--- src/rtl/mem_wb_pkg.sv ---
// -----------------------------------------------------------------------------
// mem_wb_pkg
// Shared definitions for the banked Wishbone-to-SRAM bridge:
//   - FSM state encodings (IDLE, RD_WAIT, ACK)
//   - bank index width helpers (bank_bits / bank_idx_width)
//   - SRAM read latency range helpers (1..3 edges)
// -----------------------------------------------------------------------------
package mem_wb_pkg;

    // FSM state encodings
    localparam logic [1:0] ST_IDLE    = 2'd0;
    localparam logic [1:0] ST_RD_WAIT = 2'd1;
    localparam logic [1:0] ST_ACK     = 2'd2;

    // Supported SRAM read latency window
    localparam int RD_LAT_MIN = 1;
    localparam int RD_LAT_MAX = 3;

    // Number of address bits that select a bank (0 for a single bank).
    function automatic int bank_bits(input int num_banks);
        return (num_banks <= 1) ? 0 : $clog2(num_banks);
    endfunction

    // Width of the bank index signal; never zero so it can always be declared.
    function automatic int bank_idx_width(input int num_banks);
        return (bank_bits(num_banks) < 1) ? 1 : bank_bits(num_banks);
    endfunction

    function automatic bit rd_lat_in_range(input int rd_lat);
        return (rd_lat >= RD_LAT_MIN) && (rd_lat <= RD_LAT_MAX);
    endfunction

    // Out-of-range latencies are pulled to the nearest supported value so the
    // counter width stays fixed at two bits.
    function automatic int rd_lat_clamp(input int rd_lat);
        if (rd_lat_in_range(rd_lat)) begin
            return rd_lat;
        end
        return (rd_lat < RD_LAT_MIN) ? RD_LAT_MIN : RD_LAT_MAX;
    endfunction

endpackage

--- src/rtl/mem_wb_banked_if.sv ---
// -----------------------------------------------------------------------------
// mem_wb_banked_if
// Wishbone classic-cycle bus bundle for the banked SRAM bridge.
//   wb_adr_i  32     byte address
//   wb_dat_i  DW     write data
//   wb_sel_i  DW/8   byte lane selects
//   wb_we_i   1      write strobe
//   wb_cyc_i  1      cycle valid
//   wb_stb_i  1      strobe
//   wb_ack_o  1      registered acknowledge
//   wb_err_o  1      registered error
//   wb_dat_o  DW     registered read data
// Signal names keep the slave-side _i/_o suffixes of the bus they replace.
// -----------------------------------------------------------------------------
interface mem_wb_banked_if #(
    parameter int DW = 32
);
    logic [31:0]     wb_adr_i;
    logic [DW-1:0]   wb_dat_i;
    logic [DW/8-1:0] wb_sel_i;
    logic            wb_we_i;
    logic            wb_cyc_i;
    logic            wb_stb_i;
    logic            wb_ack_o;
    logic            wb_err_o;
    logic [DW-1:0]   wb_dat_o;

    modport master (
        output wb_adr_i, wb_dat_i, wb_sel_i, wb_we_i, wb_cyc_i, wb_stb_i,
        input  wb_ack_o, wb_err_o, wb_dat_o
    );

    modport slave (
        input  wb_adr_i, wb_dat_i, wb_sel_i, wb_we_i, wb_cyc_i, wb_stb_i,
        output wb_ack_o, wb_err_o, wb_dat_o
    );
endinterface

--- src/rtl/mem_wb_bank_dec.sv ---
// -----------------------------------------------------------------------------
// mem_wb_bank_dec
// Bank decode for the banked Wishbone-to-SRAM bridge.
//   adr          in   32         byte address; bank index at [AW+2 +: BW]
//   req          in   1          an access is being accepted this cycle
//   bank_idx     out  IW         raw bank index (valid or not)
//   bank_en      out  NUM_BANKS  one-hot bank enable, gated by req
//   bank_invalid out  1          index does not name an existing bank
// -----------------------------------------------------------------------------
module mem_wb_bank_dec
    import mem_wb_pkg::*;
#(
    parameter int AW        = 11,
    parameter int NUM_BANKS = 3,
    localparam int BW       = bank_bits(NUM_BANKS),
    localparam int IW       = bank_idx_width(NUM_BANKS)
) (
    input  logic [31:0]          adr,
    input  logic                 req,
    output logic [IW-1:0]        bank_idx,
    output logic [NUM_BANKS-1:0] bank_en,
    output logic                 bank_invalid
);
    // One extra bit so NUM_BANKS == 2**IW still fits in the comparison.
    localparam logic [IW:0] NB_L = (IW + 1)'(NUM_BANKS);

    // Only the bank field is decoded here; the rest of the address is
    // consumed elsewhere.
    logic unused_adr;
    assign unused_adr = ^adr;

    genvar gi;

    generate
        if (BW == 0) begin : g_single_bank
            assign bank_idx = '0;
        end else begin : g_multi_bank
            assign bank_idx = adr[AW+2 +: BW];
        end
    endgenerate

    // Non-power-of-two bank counts leave holes in the index space.
    assign bank_invalid = ({1'b0, bank_idx} >= NB_L);

    // An invalid index matches no bank, so no enable fires for it.
    generate
        for (gi = 0; gi < NUM_BANKS; gi++) begin : g_bank_en
            assign bank_en[gi] = req & (bank_idx == IW'(gi));
        end
    endgenerate

endmodule

--- src/rtl/mem_wb_banked.sv ---
// -----------------------------------------------------------------------------
// mem_wb_banked
// Wishbone classic-cycle slave in front of NUM_BANKS single-port SRAM macros.
// Writes ack one cycle after acceptance; reads ack one cycle after the SRAM
// data is valid (RD_LAT edges after the enable), with registered read data.
// A read in progress is abandoned if cyc/stb drop before it completes.
//
// Parameters: DW (data width), AW (word address bits per bank),
//             NUM_BANKS (1..8), RD_LAT (SRAM read latency, 1..3)
// Ports:
//   wb_clk_i    in   1            bus and SRAM clock
//   wb_rst_n_i  in   1            async assert, active-low reset
//   wb          slave modport     Wishbone bus bundle (mem_wb_banked_if)
//   mem_en_o    out  NUM_BANKS    one-hot bank enable (combinational)
//   mem_we_o    out  DW/8         byte write enables, shared by all banks
//   mem_di_o    out  DW           write data to banks
//   mem_a_o     out  AW           word address to banks
//   mem_do_i    in   NUM_BANKS*DW bank read data, bank b at [b*DW +: DW]
//
// Build option MEM_WB_ERR_EN: when defined, an access to a non-existent bank
// raises wb_err_o for one cycle instead of being acked. When undefined,
// wb_err_o stays 0, such writes are acked and dropped, such reads return 0.
// -----------------------------------------------------------------------------
module mem_wb_banked
    import mem_wb_pkg::*;
#(
    parameter int DW        = 32,
    parameter int AW        = 11,
    parameter int NUM_BANKS = 3,
    parameter int RD_LAT    = 1
) (
    input  logic                    wb_clk_i,
    input  logic                    wb_rst_n_i,
    mem_wb_banked_if.slave          wb,
    output logic [NUM_BANKS-1:0]    mem_en_o,
    output logic [DW/8-1:0]         mem_we_o,
    output logic [DW-1:0]           mem_di_o,
    output logic [AW-1:0]           mem_a_o,
    input  logic [NUM_BANKS*DW-1:0] mem_do_i
);
    localparam int         IW       = bank_idx_width(NUM_BANKS);
    localparam int         RD_LAT_C = rd_lat_clamp(RD_LAT);
    // Counter counts the remaining wait edges after the accepting edge.
    localparam logic [1:0] CNT_LOAD = 2'(RD_LAT_C - 1);

    logic [1:0]    state_reg, state_next;
    logic [1:0]    cnt_reg, cnt_next;
    logic [IW-1:0] bank_reg, bank_next;
    logic          ack_reg, ack_next;
    logic          err_reg, err_next;
    logic [DW-1:0] dat_reg, dat_next;

    logic          valid;
    logic          accept;
    logic [IW-1:0] bank_idx;
    logic          bank_invalid;
    logic [DW-1:0] rd_data;
    logic [DW-1:0] bank_rdata [NUM_BANKS];

    genvar gi;

    assign valid  = wb.wb_cyc_i & wb.wb_stb_i;
    // The SRAM strobes must be quiet while reset is held, even though the
    // FSM already sits in IDLE.
    assign accept = (state_reg == ST_IDLE) & valid & wb_rst_n_i;

    mem_wb_bank_dec #(
        .AW        (AW),
        .NUM_BANKS (NUM_BANKS)
    ) u_bank_dec (
        .adr          (wb.wb_adr_i),
        .req          (accept),
        .bank_idx     (bank_idx),
        .bank_en      (mem_en_o),
        .bank_invalid (bank_invalid)
    );

    assign mem_we_o = (accept & wb.wb_we_i) ? wb.wb_sel_i : '0;
    assign mem_di_o = wb.wb_dat_i;
    assign mem_a_o  = wb.wb_adr_i[AW+1:2];

    // Read mux on the bank latched at acceptance; an index with no bank
    // behind it falls through to zero.
    generate
        for (gi = 0; gi < NUM_BANKS; gi++) begin : g_rd_slice
            assign bank_rdata[gi] = mem_do_i[gi*DW +: DW];
        end
    endgenerate

    always_comb begin
        rd_data = '0;
        for (int b = 0; b < NUM_BANKS; b++) begin
            if (bank_reg == IW'(b)) begin
                rd_data = bank_rdata[b];
            end
        end
    end

    always_comb begin
        state_next = state_reg;
        cnt_next   = cnt_reg;
        bank_next  = bank_reg;
        ack_next   = 1'b0;
        err_next   = 1'b0;
        dat_next   = dat_reg;

        case (state_reg)
            ST_IDLE: begin
                if (valid) begin
`ifdef MEM_WB_ERR_EN
                    if (bank_invalid) begin
                        err_next   = 1'b1;
                        state_next = ST_ACK;
                    end else
`endif
                    if (wb.wb_we_i) begin
                        // The SRAM takes the write on this same edge.
                        ack_next   = 1'b1;
                        state_next = ST_ACK;
                    end else begin
                        bank_next  = bank_idx;
                        cnt_next   = CNT_LOAD;
                        state_next = ST_RD_WAIT;
                    end
                end
            end

            ST_RD_WAIT: begin
                if (!valid) begin
                    // Master gave up: drop the read without touching wb_dat_o.
                    cnt_next   = '0;
                    state_next = ST_IDLE;
                end else if (cnt_reg == 2'd0) begin
                    dat_next   = rd_data;
                    ack_next   = 1'b1;
                    state_next = ST_ACK;
                end else begin
                    cnt_next = cnt_reg - 2'd1;
                end
            end

            ST_ACK: begin
                // Ack/err is visible this cycle; no new request is taken
                // until the cycle after.
                state_next = ST_IDLE;
            end

            default: begin
                state_next = ST_IDLE;
            end
        endcase
    end

    always_ff @(posedge wb_clk_i or negedge wb_rst_n_i) begin
        if (!wb_rst_n_i) begin
            state_reg <= ST_IDLE;
            cnt_reg   <= '0;
            bank_reg  <= '0;
            ack_reg   <= 1'b0;
            err_reg   <= 1'b0;
            dat_reg   <= '0;
        end else begin
            state_reg <= state_next;
            cnt_reg   <= cnt_next;
            bank_reg  <= bank_next;
            ack_reg   <= ack_next;
            err_reg   <= err_next;
            dat_reg   <= dat_next;
        end
    end

    assign wb.wb_ack_o = ack_reg;
    assign wb.wb_err_o = err_reg;
    assign wb.wb_dat_o = dat_reg;

endmodule
--- src/flat_wrapper.sv ---
// flat-port wrapper written by rule: the top's interface ports become plain ports
module mem_wb_banked_flat import mem_wb_pkg::*;
#(
    parameter int DW        = 32,
    parameter int AW        = 11,
    parameter int NUM_BANKS = 3,
    parameter int RD_LAT    = 1
)
  (wb_clk_i, wb_rst_n_i, mem_en_o, mem_we_o, mem_di_o, mem_a_o, mem_do_i, wb_wb_adr_i, wb_wb_dat_i, wb_wb_sel_i, wb_wb_we_i, wb_wb_cyc_i, wb_wb_stb_i, wb_wb_ack_o, wb_wb_err_o, wb_wb_dat_o);
  mem_wb_banked_if #(.DW(DW)) wb_i ();
  input  logic wb_clk_i;
  input  logic wb_rst_n_i;
  output logic [NUM_BANKS-1:0] mem_en_o;
  output logic [DW/8-1:0] mem_we_o;
  output logic [DW-1:0] mem_di_o;
  output logic [AW-1:0] mem_a_o;
  input  logic [NUM_BANKS*DW-1:0] mem_do_i;
  input wire logic [$bits(wb_i.wb_adr_i)-1:0] wb_wb_adr_i;
  input wire logic [$bits(wb_i.wb_dat_i)-1:0] wb_wb_dat_i;
  input wire logic [$bits(wb_i.wb_sel_i)-1:0] wb_wb_sel_i;
  input wire logic [$bits(wb_i.wb_we_i)-1:0] wb_wb_we_i;
  input wire logic [$bits(wb_i.wb_cyc_i)-1:0] wb_wb_cyc_i;
  input wire logic [$bits(wb_i.wb_stb_i)-1:0] wb_wb_stb_i;
  output wire logic [$bits(wb_i.wb_ack_o)-1:0] wb_wb_ack_o;
  output wire logic [$bits(wb_i.wb_err_o)-1:0] wb_wb_err_o;
  output wire logic [$bits(wb_i.wb_dat_o)-1:0] wb_wb_dat_o;
  assign wb_i.wb_adr_i = wb_wb_adr_i;
  assign wb_i.wb_dat_i = wb_wb_dat_i;
  assign wb_i.wb_sel_i = wb_wb_sel_i;
  assign wb_i.wb_we_i = wb_wb_we_i;
  assign wb_i.wb_cyc_i = wb_wb_cyc_i;
  assign wb_i.wb_stb_i = wb_wb_stb_i;
  assign wb_wb_ack_o = wb_i.wb_ack_o;
  assign wb_wb_err_o = wb_i.wb_err_o;
  assign wb_wb_dat_o = wb_i.wb_dat_o;
  mem_wb_banked #(.DW(DW), .AW(AW), .NUM_BANKS(NUM_BANKS), .RD_LAT(RD_LAT)) u_core (.wb_clk_i(wb_clk_i), .wb_rst_n_i(wb_rst_n_i), .wb(wb_i), .mem_en_o(mem_en_o), .mem_we_o(mem_we_o), .mem_di_o(mem_di_o), .mem_a_o(mem_a_o), .mem_do_i(mem_do_i));
endmodule
--- config.mk ---
export PLATFORM = sky130hd
export DESIGN_NAME = mem_wb_banked_flat
export DESIGN_NICKNAME = d
export VERILOG_FILES = /design/src/rtl/mem_wb_pkg.sv /design/src/rtl/mem_wb_banked_if.sv /design/src/rtl/mem_wb_bank_dec.sv /design/src/rtl/mem_wb_banked.sv /design/src/flat_wrapper.sv
export SDC_FILE = /design/constraint.sdc
export NUM_CORES = 1
export LEC_CHECK = 0
export CAP_MARGIN = 20
export CORE_MARGIN = 4
export CORE_UTILIZATION = 33
export CTS_CLUSTER_SIZE = 24
export DETAILED_ROUTE_END_ITERATION = 8
export HOLD_SLACK_MARGIN = 0.02
export MAX_ROUTING_LAYER = met4
export PLACE_DENSITY = 0.87
export SYNTH_ARGS = -nofsm -noshare
export SYNTH_HDL_FRONTEND = slang
export SYNTH_SLANG_ARGS = --single-unit
--- constraint.sdc ---
create_clock -name wb_clk_i -period 3 [get_ports wb_clk_i]
set_clock_uncertainty 0.2 [all_clocks]
set_input_delay 0.6 -clock wb_clk_i [delete_from_list [all_inputs] [get_ports wb_clk_i]]
set_output_delay 0.6 -clock wb_clk_i [all_outputs]
set_load 0.005 [all_outputs]
==> reports/qor.csv <==
metric,value,unit
"Seq/Total Area, Yosys",0.368,
CTS-repair resized insts,3,
PwrDens,558,mW/mm²
maxcap violations,0,
post-route ant nets,0,
Yosys top cell by area,dfrtp_1,
Worst setup SP type,primary input,
CTS H-tree lvls,2,
Die Y,97.7,µm
CTS tree,built,
core area,0.00777,mm²
final net count,498,
placed cells,423,
post-route DRC violation count,0,
Buf/Inv on CP,2,
number of flip-flops in the largest register,32,
CTS Buf Count,5,
largest net degree at the start of global routing,40,
Compound-Gate Fraction of Synth Area,0.120,
Synth cell types,29,
Sw Ratio,0.298,
postcts setup bufs,0,
full die area,0.00954,mm²
CP max stage delay,520,ps
ys flop type,dfrtp_1,
clk_lat worst skew,290,ps
share of flip-flops with an asynchronous set or reset after synthesis,1.00,
status,completed,
Synth area leaders,"dfrtp_1, mux2_2, buf_4",
DR iter-0 viols,35,
Max VDD drop,0.232,mV
leakage,1.65,nW
synthesis-stage register bit count,39,
final WL,7630,µm
Port Buf Inserts,146,
mean routed wirelength per cell,17.7,µm
RSZ-0062 raised after global routing,no,
Critical Path End Type,primary output,
share of post-route cells with drive strength above 1,0.185,
Slew Limit Fails,0,
fraction of synthesized cell area in xor and xnor cells,0,
Synth Cell Area,0.00266,mm²
slowest library cell on the worst path,clkdlybuf4s50_1,
Fmax,343,MHz
measured slew at the worst slew-check pin,571,ps
critical path class,in2out,
initial antenna violation count,0,
DP Worst Slack,-185,ps
global route overflow,0,
clk root buf,clkbuf_8,
Worst Path Required,2200,ps
post-synthesis mux area share,0.268,
CP max FO,4,
Crit path max-delay family,buffers and inverters,
fillcell total,695,
cells after synthesis,225,
die width,97.7,µm
Setup-failing EPs final,0,
site row count,32,
Tmin final,2920,ps
# diodes,0,
DRT Pass-1 Iters,4,
Seq pwr share,0.371,
Worst Hold Class,in2async,
Synth top area share,0.368,
largest family of logic cells by synthesized area,multiplexers,
vias in the first global route,2462,
CP arrival,2120,ps
vias per cell,4.97,
Slew HR,0.617,
Initial Util,0.342,
switching power,654,µW
I/O Pins,253,
syn_nets,395,
setup ws final,83.8,ps
adder-cell share of the synthesized area,0.00471,
gpl congestion,0.774,
Final Cycle Share,0.972,
Gate power share,0.467,
Syn-to-layout area delta,48.5,%
Internal,1.54,mW
total power draw,2.20,mW
Ys Warns,0,
number of synthesized flops with an enable pin,0,
Clk pwr share,0.161,
worst-path cell chain,"dlygate4sd2_1, nand3b_4, or3b_4, nor3b_2, clkdlybuf4s50_1",
GRT Total Usage,0.164,
average cell area after synthesis,11.8,µm²
final-report hold violation count,0,
cts hold-fix bufs,0,
CTS Buffer Depth,2,
Synth Area in Simple Gates,0.0641,
DR vias,2142,
first-pass GRT wire length,12300,µm
DP HPWL,6070,µm
clk sinks,39,
final non-filler cell total,431,
Clock Pin Slew Worst Setup and Hold Paths,80,ps
-- power by group through the flow --
stage | registers, mW | clock network, mW | logic [mW]
6_report | 0.816 | 0.355 | 1.03
5_1_grt | 0.847 | 0.399 | 1.11
4_1_cts | 0.822 | 0.377 | 1.05
2_1_floorplan | 0.815 | 0 | 0.504
3_3_place_gp | 0.816 | 0 | 1.02
3_5_place_dp | 0.831 | 0 | 1.05
-- worst reg2reg max path: stages (launching register included) --
cell and delay (ps):
dfrtp_2 560, nor2b_2 530, buf_4 370, o2bb2ai_1 180
mux2_2 180
-- cells in the final DEF (no fill, tap or decap), drive strengths merged --
cell type      synthesis  layout
o2bb2ai               32      32
a21oi                  2       2
nor4b                  2       2
clkinv                 0       1
o21ai                  1       1
nand2                  1       1
a41oi                  1       1
or3b                   1       1
nand2b                 1       1
conb                   1       1
or3                    1       1
nor3b                  3       3
mux2i                 32      32
clkinvlp               0       1
dlygate4sd2            0       2
nand3b                 1       1
buf                   58      10
clkdlybuf4s50          0     143
nor2                   1       1
and3b                  2       2
mux2                  34      34
nor3                   1       1
dfrtp                 39      39
a21o                   2       2
nor2b                  1       1
ha                     1       1
and3                   4       4
clkbuf                 1       6
inv                    2       2
-- layout make-up --
| cell class | count | area [µm²] | area share |
|---|---|---|---|
| inverters | 2 | 7.51 | 0.00190 |
| multi-input cells | 125 | 1220 | 0.310 |
| clock inverters | 2 | 12.5 | 0.00317 |
| repair buffers | 155 | 1520 | 0.386 |
| clock buffers | 6 | 72.6 | 0.0184 |
| well taps | 102 | 128 | 0.0324 |
| flip-flops and latches | 39 | 977 | 0.248 |
-- metrics by stage --
stage               instance area, µm²  TNS, ps  hold WS [ps]  utilization
floorplan                         2660        0           104            -
global placement                  3850     -578           261        0.496
detailed placement                3850    -1200           283        0.496
CTS                               3940        0           218        0.508
global route                      3940        0           244        0.508
finish                            3940        0           194        0.508
-- cells in the mapped netlist (all sizes together) (2+ instances only) --
master and count:
buf 58, dfrtp 39, mux2 34, mux2i 32
o2bb2ai 32, and3 4, nor3b 3, a21o 2
a21oi 2, and3b 2, inv 2, nor4b 2
-- final timing paths --
path | endpoint | cells past startpoint | start | slack [ps]
max | mem_en_o[1] | 5 | wb_wb_stb_i | 80
min | u_core.wb.wb_ack_o$_DFF_PN0_ | 2 | wb_rst_n_i | 190
max reg2reg | u_core.wb.wb_dat_o[24]$_DFFE_PN0P_ | 4 | u_core.bank_reg[1]$_DFFE_PN0P_ | 920
min reg2reg | u_core.cnt_reg[1]$_DFFE_PN0P_ | 1 | u_core.cnt_reg[1]$_DFFE_PN0P_ | 300
max in group asynchronous | u_core.bank_reg[1]$_DFFE_PN0P_ | 2 | wb_rst_n_i | 2030
min in group wb_clk_i | u_core.cnt_reg[1]$_DFFE_PN0P_ | 1 | u_core.cnt_reg[1]$_DFFE_PN0P_ | 300
-- layer usage --
layer  track usage  vias up  routed length (µm)
li1              -      984                   -
met1         0.157     1013                2570
met2         0.299      121                4170
met3        0.0625       24                 699
met4        0.0607        0                 194
met5             -        -                   0
-- kinds of logic after synthesis --
group,count (synthesis)
other cells,1
simple gates,19
flops,39
fa+ha+maj,1
mux,66
compound gates,38
buf+inv,61
(Power assumes the default switching activity.)
